### src/rtl/g15_pkg.sv
// Shared word-format constants and state encoding for the drum AR track reader.
package g15_pkg;

  localparam int DEF_WORD_BITS = 29;
  localparam int MAG_BITS      = DEF_WORD_BITS - 1;

  typedef enum logic [1:0] {
    IDLE    = 2'd0,
    WAIT_T1 = 2'd1,
    SHIFT   = 2'd2,
    HOLD    = 2'd3
  } ar_reader_state_t;

endpackage

### src/rtl/ar_reader_if.sv
// AR reader bus: word-timing strobes and serial AR bit in, captured word out under valid/ready.
interface ar_reader_if #(parameter int WORD_BITS = g15_pkg::DEF_WORD_BITS);

  logic                 T1;
  logic                 T29;
  logic                 AR;
  logic                 cap_req;
  logic                 out_ready;
  logic                 out_valid;
  logic                 out_sign;
  logic [WORD_BITS-2:0] out_mag;
  logic                 busy;
  logic                 sync_err;

  modport master (
    output T1, T29, AR, cap_req, out_ready,
    input  out_valid, out_sign, out_mag, busy, sync_err
  );

  modport slave (
    input  T1, T29, AR, cap_req, out_ready,
    output out_valid, out_sign, out_mag, busy, sync_err
  );

endinterface

### src/rtl/ar_reader.sv
// Captures one serial AR drum word (sign at T1, magnitude LSB-first to T29); out_valid rises one clock after T29.
// The word is held stable until out_valid & out_ready; no further capture occurs while it is pending.
module ar_reader #(
  parameter int WORD_BITS = g15_pkg::DEF_WORD_BITS
) (
  input logic        CLOCK,
  input logic        rst,
  ar_reader_if.slave bus
);
  import g15_pkg::*;

  localparam logic [4:0] LAST_CNT = 5'(WORD_BITS - 1);

  ar_reader_state_t     state, state_nxt;
  logic [4:0]           cnt;
  logic                 sign_sh;
  logic [WORD_BITS-2:0] mag_sh;

  logic                 hold_valid;
  logic                 hold_sign;
  logic [WORD_BITS-2:0] hold_mag;
  logic                 err;

  logic viol, start, shift, done, accept;

  always_ff @(posedge CLOCK) begin
    if (!rst) state <= IDLE;
    else      state <= state_nxt;
  end

  always_comb begin
    state_nxt = state;
    viol      = 1'b0;
    start     = 1'b0;
    shift     = 1'b0;
    done      = 1'b0;
    accept    = 1'b0;
    case (state)
      IDLE: begin
        if (bus.cap_req) state_nxt = WAIT_T1;
      end
      WAIT_T1: begin
        if (bus.T1 && bus.T29) begin
          viol = 1'b1;
        end else if (bus.T1) begin
          start     = 1'b1;
          state_nxt = SHIFT;
        end
      end
      SHIFT: begin
        if (bus.T1 && bus.T29) begin
          viol      = 1'b1;
          state_nxt = WAIT_T1;
        end else if (bus.T1) begin
          // A stray T1 re-frames the word: it becomes the new sign bit.
          viol  = 1'b1;
          start = 1'b1;
        end else if (bus.T29 && cnt == LAST_CNT) begin
          shift     = 1'b1;
          done      = 1'b1;
          state_nxt = HOLD;
        end else if (bus.T29 || cnt == LAST_CNT) begin
          viol      = 1'b1;
          state_nxt = WAIT_T1;
        end else begin
          shift = 1'b1;
        end
      end
      HOLD: begin
        if (hold_valid && bus.out_ready) begin
          accept    = 1'b1;
          state_nxt = bus.cap_req ? WAIT_T1 : IDLE;
        end
      end
      default: state_nxt = IDLE;
    endcase
  end

  always_ff @(posedge CLOCK) begin
    if (!rst) begin
      cnt        <= '0;
      sign_sh    <= 1'b0;
      mag_sh     <= '0;
      hold_valid <= 1'b0;
      hold_sign  <= 1'b0;
      hold_mag   <= '0;
      err        <= 1'b0;
    end else begin
      err <= viol;

      if (start) begin
        sign_sh <= bus.AR;
        mag_sh  <= '0;
        cnt     <= 5'd1;
      end else if (done || viol) begin
        cnt <= '0;
      end else if (shift && cnt != 5'h1f) begin
        cnt <= cnt + 5'd1;
      end

      if (shift) mag_sh <= {bus.AR, mag_sh[WORD_BITS-2:1]};

      if (done) begin
        hold_valid <= 1'b1;
        hold_sign  <= sign_sh;
        hold_mag   <= {bus.AR, mag_sh[WORD_BITS-2:1]};
      end else if (accept) begin
        hold_valid <= 1'b0;
      end
    end
  end

  assign bus.out_valid = hold_valid;
  assign bus.out_sign  = hold_sign;
  assign bus.out_mag   = hold_mag;
  assign bus.sync_err  = err;
  assign bus.busy      = (state == WAIT_T1) || (state == SHIFT);

  hold_stable: assert property (@(posedge CLOCK) disable iff (!rst)
    (hold_valid && !bus.out_ready) |=> (hold_valid && $stable(hold_sign) && $stable(hold_mag)));

endmodule

### src/flat_wrapper.sv
// flat-port wrapper written by rule: the top's interface ports become plain ports
module ar_reader_flat import g15_pkg::*;
#(
  parameter int WORD_BITS = g15_pkg::DEF_WORD_BITS
)
  (CLOCK, rst, bus_T1, bus_T29, bus_AR, bus_cap_req, bus_out_ready, bus_out_valid, bus_out_sign, bus_out_mag, bus_busy, bus_sync_err);
  ar_reader_if #(.WORD_BITS(WORD_BITS)) bus_i ();
  input logic CLOCK;
  input logic rst;
  input wire logic [$bits(bus_i.T1)-1:0] bus_T1;
  input wire logic [$bits(bus_i.T29)-1:0] bus_T29;
  input wire logic [$bits(bus_i.AR)-1:0] bus_AR;
  input wire logic [$bits(bus_i.cap_req)-1:0] bus_cap_req;
  input wire logic [$bits(bus_i.out_ready)-1:0] bus_out_ready;
  output wire logic [$bits(bus_i.out_valid)-1:0] bus_out_valid;
  output wire logic [$bits(bus_i.out_sign)-1:0] bus_out_sign;
  output wire logic [$bits(bus_i.out_mag)-1:0] bus_out_mag;
  output wire logic [$bits(bus_i.busy)-1:0] bus_busy;
  output wire logic [$bits(bus_i.sync_err)-1:0] bus_sync_err;
  assign bus_i.T1 = bus_T1;
  assign bus_i.T29 = bus_T29;
  assign bus_i.AR = bus_AR;
  assign bus_i.cap_req = bus_cap_req;
  assign bus_i.out_ready = bus_out_ready;
  assign bus_out_valid = bus_i.out_valid;
  assign bus_out_sign = bus_i.out_sign;
  assign bus_out_mag = bus_i.out_mag;
  assign bus_busy = bus_i.busy;
  assign bus_sync_err = bus_i.sync_err;
  ar_reader #(.WORD_BITS(WORD_BITS)) u_core (.CLOCK(CLOCK), .rst(rst), .bus(bus_i));
endmodule
### config.mk
export PLATFORM = sky130hd
export DESIGN_NAME = ar_reader_flat
export DESIGN_NICKNAME = d
export VERILOG_FILES = /design/src/rtl/g15_pkg.sv /design/src/rtl/ar_reader_if.sv /design/src/rtl/ar_reader.sv /design/src/flat_wrapper.sv
export SDC_FILE = /design/constraint.sdc
export NUM_CORES = 1
export LEC_CHECK = 0
export CAP_MARGIN = 20
export CORE_MARGIN = 2
export CORE_UTILIZATION = 47
export CTS_CLUSTER_SIZE = 14
export DETAILED_ROUTE_END_ITERATION = 8
export GPL_TIMING_DRIVEN = 0
export PLACE_DENSITY_LB_ADDON = 0.2
export SETUP_SLACK_MARGIN = 0.15
export SLEW_MARGIN = 0
export SYNTH_ARGS = -nofsm -noshare
export SYNTH_HDL_FRONTEND = slang
export SYNTH_SLANG_ARGS = --single-unit
### constraint.sdc
create_clock -name CLOCK -period 2 [get_ports CLOCK]
set_input_delay 0.4 -clock CLOCK [delete_from_list [all_inputs] [get_ports CLOCK]]
set_output_delay 0.4 -clock CLOCK [all_outputs]
set_load 0.05 [all_outputs]
# ---- Word-level counts from Yosys, hierarchy flattened
# Cells that the tools add are included.
dict set report totals {
  register_bits 67
  wordCells 73
  out_inout_bits 32
  in_bits 7
}
dict set report classes {
  addsub 1
  n_reduce_logical 14
  eq_ne 11
  n_bitwise 1
  n_mux 37
}
# op n
set ops {}
lappend ops {{$mux W28} 2}
lappend ops {{$mux W1} 25}
lappend ops {{$mux W2} 8}
lappend ops {{$pmux W2 S4} 1}
lappend ops {{$ne A2 B2 Y1 const B} 3}
lappend ops {{$reduce_and A6 Y1} 1}
lappend ops {{$add A5 B1 Y5 const B} 1}
lappend ops {{$eq A5 B5 Y1 const B} 1}
lappend ops {{$ne A5 B5 Y1 const B} 1}
lappend ops {{$eq A2 B2 Y1 const B} 2}
lappend ops {{$logic_and A1 B1 Y1} 4}
lappend ops {{$ne A4 B1 Y1 const B} 1}
lappend ops {{$reduce_bool A2 Y1} 2}
lappend ops {{$logic_or A1 B1 Y1} 3}
lappend ops {{$ne A3 B2 Y1 const B} 1}
lappend ops {{$reduce_bool A3 Y1} 1}
lappend ops {{$reduce_or A3 Y1} 1}
lappend ops {{$eq A2 B1 Y1 const B} 1}
lappend ops {{$logic_not A2 Y1} 1}
lappend ops {{$ne A2 B1 Y1 const B} 1}
lappend ops {{$pmux W1 S2} 1}
lappend ops {{$reduce_or A2 Y1} 1}
lappend ops {{$not A1 Y1} 1}

# ---- Depth between registers and ports, before layout
dict set report depth {
  depth_word 11
  depth_mapped 11
  ltp_nobuf 9
}

# ---- Least setup slack after synthesis
# Ideal clock, no wire load.
dict set report synth_path {
  kind {register -> register}
  from {register u_core.cnt[0]}
  to {register u_core.cnt[3]}
  stages_incl_launch_ff 9
  slack_ns 0.057
  period_less_slack_ns 1.943
  path_buffers 0
  setup_ns 0.118
  t_arrival_ns 1.825
  t_required_ns 1.882
  cell_sequence {dfxtp_1 inv_1 ha_1 nand4_1 ha_1 nor4b_2 nand4_1 xor2_1 nor2_1}
}
dict set report synth_between {
  elab_chain_len 9
  word_cells_on_any_way 22
  cone_classes {1 x add/sub; 2 x eq/ne; 14 x mux; 5 x reduce/logical}
}
# element line
set synth_rtl {}
lappend synth_rtl {{start: declaration} ar_reader.sv:15} ;# logic [4:0] cnt;
lappend synth_rtl {{start signal: assignment} ar_reader.sv:98} ;# cnt <= cnt + 5'd1;
lappend synth_rtl {{$eq A5 B5 Y1} {ar_reader.sv:58, ar_reader.sv:62}}
lappend synth_rtl {{$logic_or A1 B1 Y1} ar_reader.sv:62} ;# end else if (bus.T29 || cnt == LAST_CNT) begin
lappend synth_rtl {{$mux W1} ar_reader.sv:62}
lappend synth_rtl {{$mux W1} ar_reader.sv:58} ;# end else if (bus.T29 && cnt == LAST_CNT) begin
lappend synth_rtl {{$mux W1} ar_reader.sv:54} ;# end else if (bus.T1) begin
lappend synth_rtl {{$mux W1} ar_reader.sv:51} ;# if (bus.T1 && bus.T29) begin
lappend synth_rtl {{$pmux W1 S2} ar_reader.sv:38} ;# case (state)
lappend synth_rtl {{$logic_or A1 B1 Y1} ar_reader.sv:95} ;# end else if (done || viol) begin
lappend synth_rtl {{$reduce_or A3 Y1 (no source line)} --}
# Parallel ways exist; a longest one is shown, timed or not.
# A chain may end at the register's enable or synchronous reset.

# ---- Worst setup path in the final report
dict set report layout_path {
  from {register u_core.cnt[0]}
  to {register u_core.state[0]}
}
dict set report layout_between {
  elab_chain_len 6
  word_cells_on_any_way 9
  cone_classes {2 x eq/ne; 4 x mux; 3 x reduce/logical}
}
# element line
set layout_rtl {}
lappend layout_rtl {{$eq A5 B5 Y1 (*)} {ar_reader.sv:58, ar_reader.sv:62}}
lappend layout_rtl {{$logic_and A1 B1 Y1} ar_reader.sv:58}
lappend layout_rtl {{$mux W2} ar_reader.sv:58}
lappend layout_rtl {{$mux W2} ar_reader.sv:54}
lappend layout_rtl {{$mux W2} ar_reader.sv:51}
lappend layout_rtl {{$pmux W2 S4} ar_reader.sv:38}
lappend layout_rtl {{end signal: assignment} ar_reader.sv:28} ;# else state <= state_nxt;
lappend layout_rtl {{end: declaration} ar_reader.sv:14} ;# ar_reader_state_t state, state_nxt;
# Every way passes the cells marked *; elsewhere a longest branch is shown, timed or not. The select of a mux whose other input is x is not followed.

==> results.py <==
metrics = {
    "sta": {
        "finalSetupViolCount": 0,
        "fin_crit_sh": 0.935,
        "clock_skew_ns": 0.00696,
        "hold_viol": 0,
        "fin_crit_ns": 1.87,
        "max_slew.worst_pin.slew_ns": 0.500,
        "maxSlewViolCount": 0,
        "relSlewSlack": 0.668,
        "rsz0062_at_grt": "yes",
        "max_freq_mhz": 535,
        "whs_ns": 0.448,
    },
    "worst_hold_path": {
        "hold_start": "u_core.bus.out_mag[8]",
        "hold_class": "reg2reg",
    },
    "die": {
        "fp.dieW_um": 77.4,
        "die_area_mm2": 0.00599,
        "num_io_pins": 39,
        "rows": 26,
        "core-area_mm2": 0.00514,
        "start_util": 0.493,
        "fp.dieH_um": 77.4,
    },
    "routing": {
        "vias": 2173,
        "vias_per_cell": 5.15,
        "drc_errors": 0,
        "drt_wl_total_um": 5830,
        "routedWlPerCell_um": 13.8,
        "drt_iter0_drc": 141,
        "first_pass_iters": 5,
        "ant_nets": 0,
    },
    "place": {
        "dp_cells": 399,
        "gp_congestion": 0.875,
        "io_buffers": 37,
        "dp_hpwl_um": 3590,
    },
    "synth": {
        "synth_cell_types": 31,
        "syn_nets": 309,
        "synth_edf_count": 0,
        "synth_flop_cell": "dfxtp_1",
        "synth_top_cell_by_area": "dfxtp_1",
        "synth.avg_cell_area_um2": 8.68,
        "synthMostInstantiatedCell": "dfxtp_1",
        "postSynthCellCount": 292,
        "synth_seq_cells": 66,
        "synthTopCellsByArea": "dfxtp_1 52%, nand2_1 9.6%, a22oi_1 8.0%",
        "netlist_area_mm2": 0.00253,
        "yosys_warnings": 0,
        "seq_area_frac_synth": 0.521,
        "async_flop_share": 0,
        "synth_top_area_frac": 0.521,
        "ys_top_cells_by_count": "66 x dfxtp_1, 65 x nand2_1, 35 x nor2_1, 34 x a21oi_1, 27 x a22oi_1",
    },
    "global_route": {
        "antenna_found_initial": 0,
        "track_usage": 0.195,
        "grt_start_max_net_pins": 12,
        "grt_first_pass_wirelength_um": 9250,
        "grt_overflow": 0,
        "first_global_vias": 2017,
    },
    "setup_path": {
        "worstSetupEndpointType": "register",
        "cp-endpoint": "u_core.state[0]",
        "critPathLaunchType": "register",
        "worstPathArrival_ns": 2.12,
        "cp-startpoint": "u_core.cnt[0]",
        "crit_required_ns": 2.25,
        "worst_r2r_endpoint": "u_core.state[0]",
        "r2r_start": "u_core.cnt[0]",
        "rrSetupSlack_ns": 0.13,
        "path_max_fanout": 4,
        "critPathKind": "reg2reg",
        "reg2reg_depth": 9,
    },
    "power_and_ir_drop": {
        "switching_power_mw": 0.919,
        "p_leak_nw": 1.40,
        "irDropWorstVdd_mv": 0.758,
        "power_density_mw_per_mm2": 942,
        "intPower_mw": 2.35,
        "clock_power_share": 0.376,
        "pwr-share-comb": 0.202,
        "switching_share": 0.281,
        "pwr-share-seq": 0.422,
    },
    "cells_and_area": {
        "fill_cells": 445,
        "regArea_mm2": 0.00133,
        "multi_input_area_mm2": 0.00125,
        "post-route-util": 0.675,
        "drive_gt1_frac": 0.219,
        "insertedDiodeCount": 0,
        "final_nets": 365,
        "area_delta_synth_final_pct": 36.9,
        "fin_cells": 422,
    },
    "clocking": {
        "cts-htree-levels": 3,
        "root_buffer": "clkbuf_8",
        "clk_pin_slew_ns": 0.07,
        "cts.sinks": 66,
        "cts_buffers": 9,
        "cts_tree": "done",
        "cts_buffer_depth": 2,
        "clk_latency_ns": 0.34,
    },
    "outcome": {
        "status": "complete, no violations",
    },
    "run": {
        "max-cap-violations": 0,
    },
}
-- registers in the layout, summed over array words and instances (netlist names) --
register              cells
u_core.bus.out_mag       28
u_core.mag_sh            27
u_core.cnt                5
u_core.state              2
u_core.bus.out_sign       1
u_core.bus.out_valid      1
u_core.bus.sync_err       1
u_core.sign_sh            1
-- how the worst min path moves through the flow --
stage / cells past startpoint / slack [ns] / endpoint
final: 2 / 0.45 / u_core.bus.out_mag[8]
after global routing: 2 / 0.47 / u_core.bus.out_mag[23]
after CTS: 2 / 0.45 / u_core.bus.out_mag[8]
after detailed placement: 2 / 0.45 / u_core.bus.out_mag[12]
after global placement: 2 / 0.44 / u_core.bus.out_mag[10]
after floorplan: 2 / 0.43 / u_core.bus.out_mag[0]
-- power by group through the flow --
stage	Combinational, mW	Clock (mW)	Sequential, mW
2_1_floorplan	0.377	0	1.40
3_3_place_gp	0.499	0	1.40
3_5_place_dp	0.510	0	1.40
4_1_cts	0.562	1.25	1.37
5_1_grt	0.704	1.30	1.38
6_report	0.661	1.23	1.38
-- routing by layer --
metal	track usage	part of all wire	up-vias
li1	-	-	1098
met1	0.244	0.46	1029
met3	0.0442	0.037	9
met2	0.313	0.48	37
met4	0.102	0.019	0
met5	0	0	-
-- kinds of logic after synthesis --
kind of cell / count (synthesis) / share of synthesized area
AOI/OAI and AO/OA: 71 / 0.178
DFF: 66 / 0.521
muxes: 1 / 0.00395
xor gates and xnor gates: 3 / 0.0104
buffers and inverters: 27 / 0.0449
and+or+nand+nor: 114 / 0.192
adders and majority gates: 10 / 0.0494
-- stage by stage --
step           setup WS, ns  instance area (um^2)  power, mW  TNS, ns
3_5_place_dp         -0.535                  3030       1.91   -22.10
3_3_place_gp         -0.509                  3030       1.90   -20.90
2_1_floorplan        0.0891                  2570       1.78        0
5_1_grt              0.0240                  3470       3.39        0
6_report              0.129                  3470       3.27        0
4_1_cts              0.0869                  3320       3.19        0
-- cell type report --
type | count | share of cell area
Timing Repair Buffer | 46 | 0.117
Sequential cell | 66 | 0.382
Buffer | 18 | 0.0429
Multi-Input combinational cell | 199 | 0.361
Clock inverter | 5 | 0.0227
Tap cell | 70 | 0.0252
Clock buffer | 10 | 0.0397
Inverter | 8 | 0.00865
-- repair_timing --
action | in CTS | in global routing
pin swaps | 4 | 7
setup endpoints to repair | 95 | 63
resized for setup | 70 | 28
hold buffers | 0 | 0
setup buffers | 3 | 6
-- worst max-delay path: stages, from the launching register on --
cell	delay, ns
dfxtp_2	0.36
inv_2	0.06
ha_4	0.15
nand4_1	0.13
inv_1	0.07
ha_2	0.18
nor3b_1	0.23
o21ai_1	0.15
and3_2	0.24
a221oi_2	0.23
-- placed cells by master (no fill, tap or decap), drive strengths merged, types with 2 or more instances in the layout --
cell type,instances
and3,3
xor2,2
a21oi,35
inv,8
nor2,35
nand4,4
dlygate4sd2,31
clkbuf,20
ha,10
nor3b,2
buf,18
clkdlybuf4s50,4
dfxtp,66
a22oi,27
nand2,65
bufinv,2
clkinv,3
o21ai,3
Power figures use the tool's default switching activity.
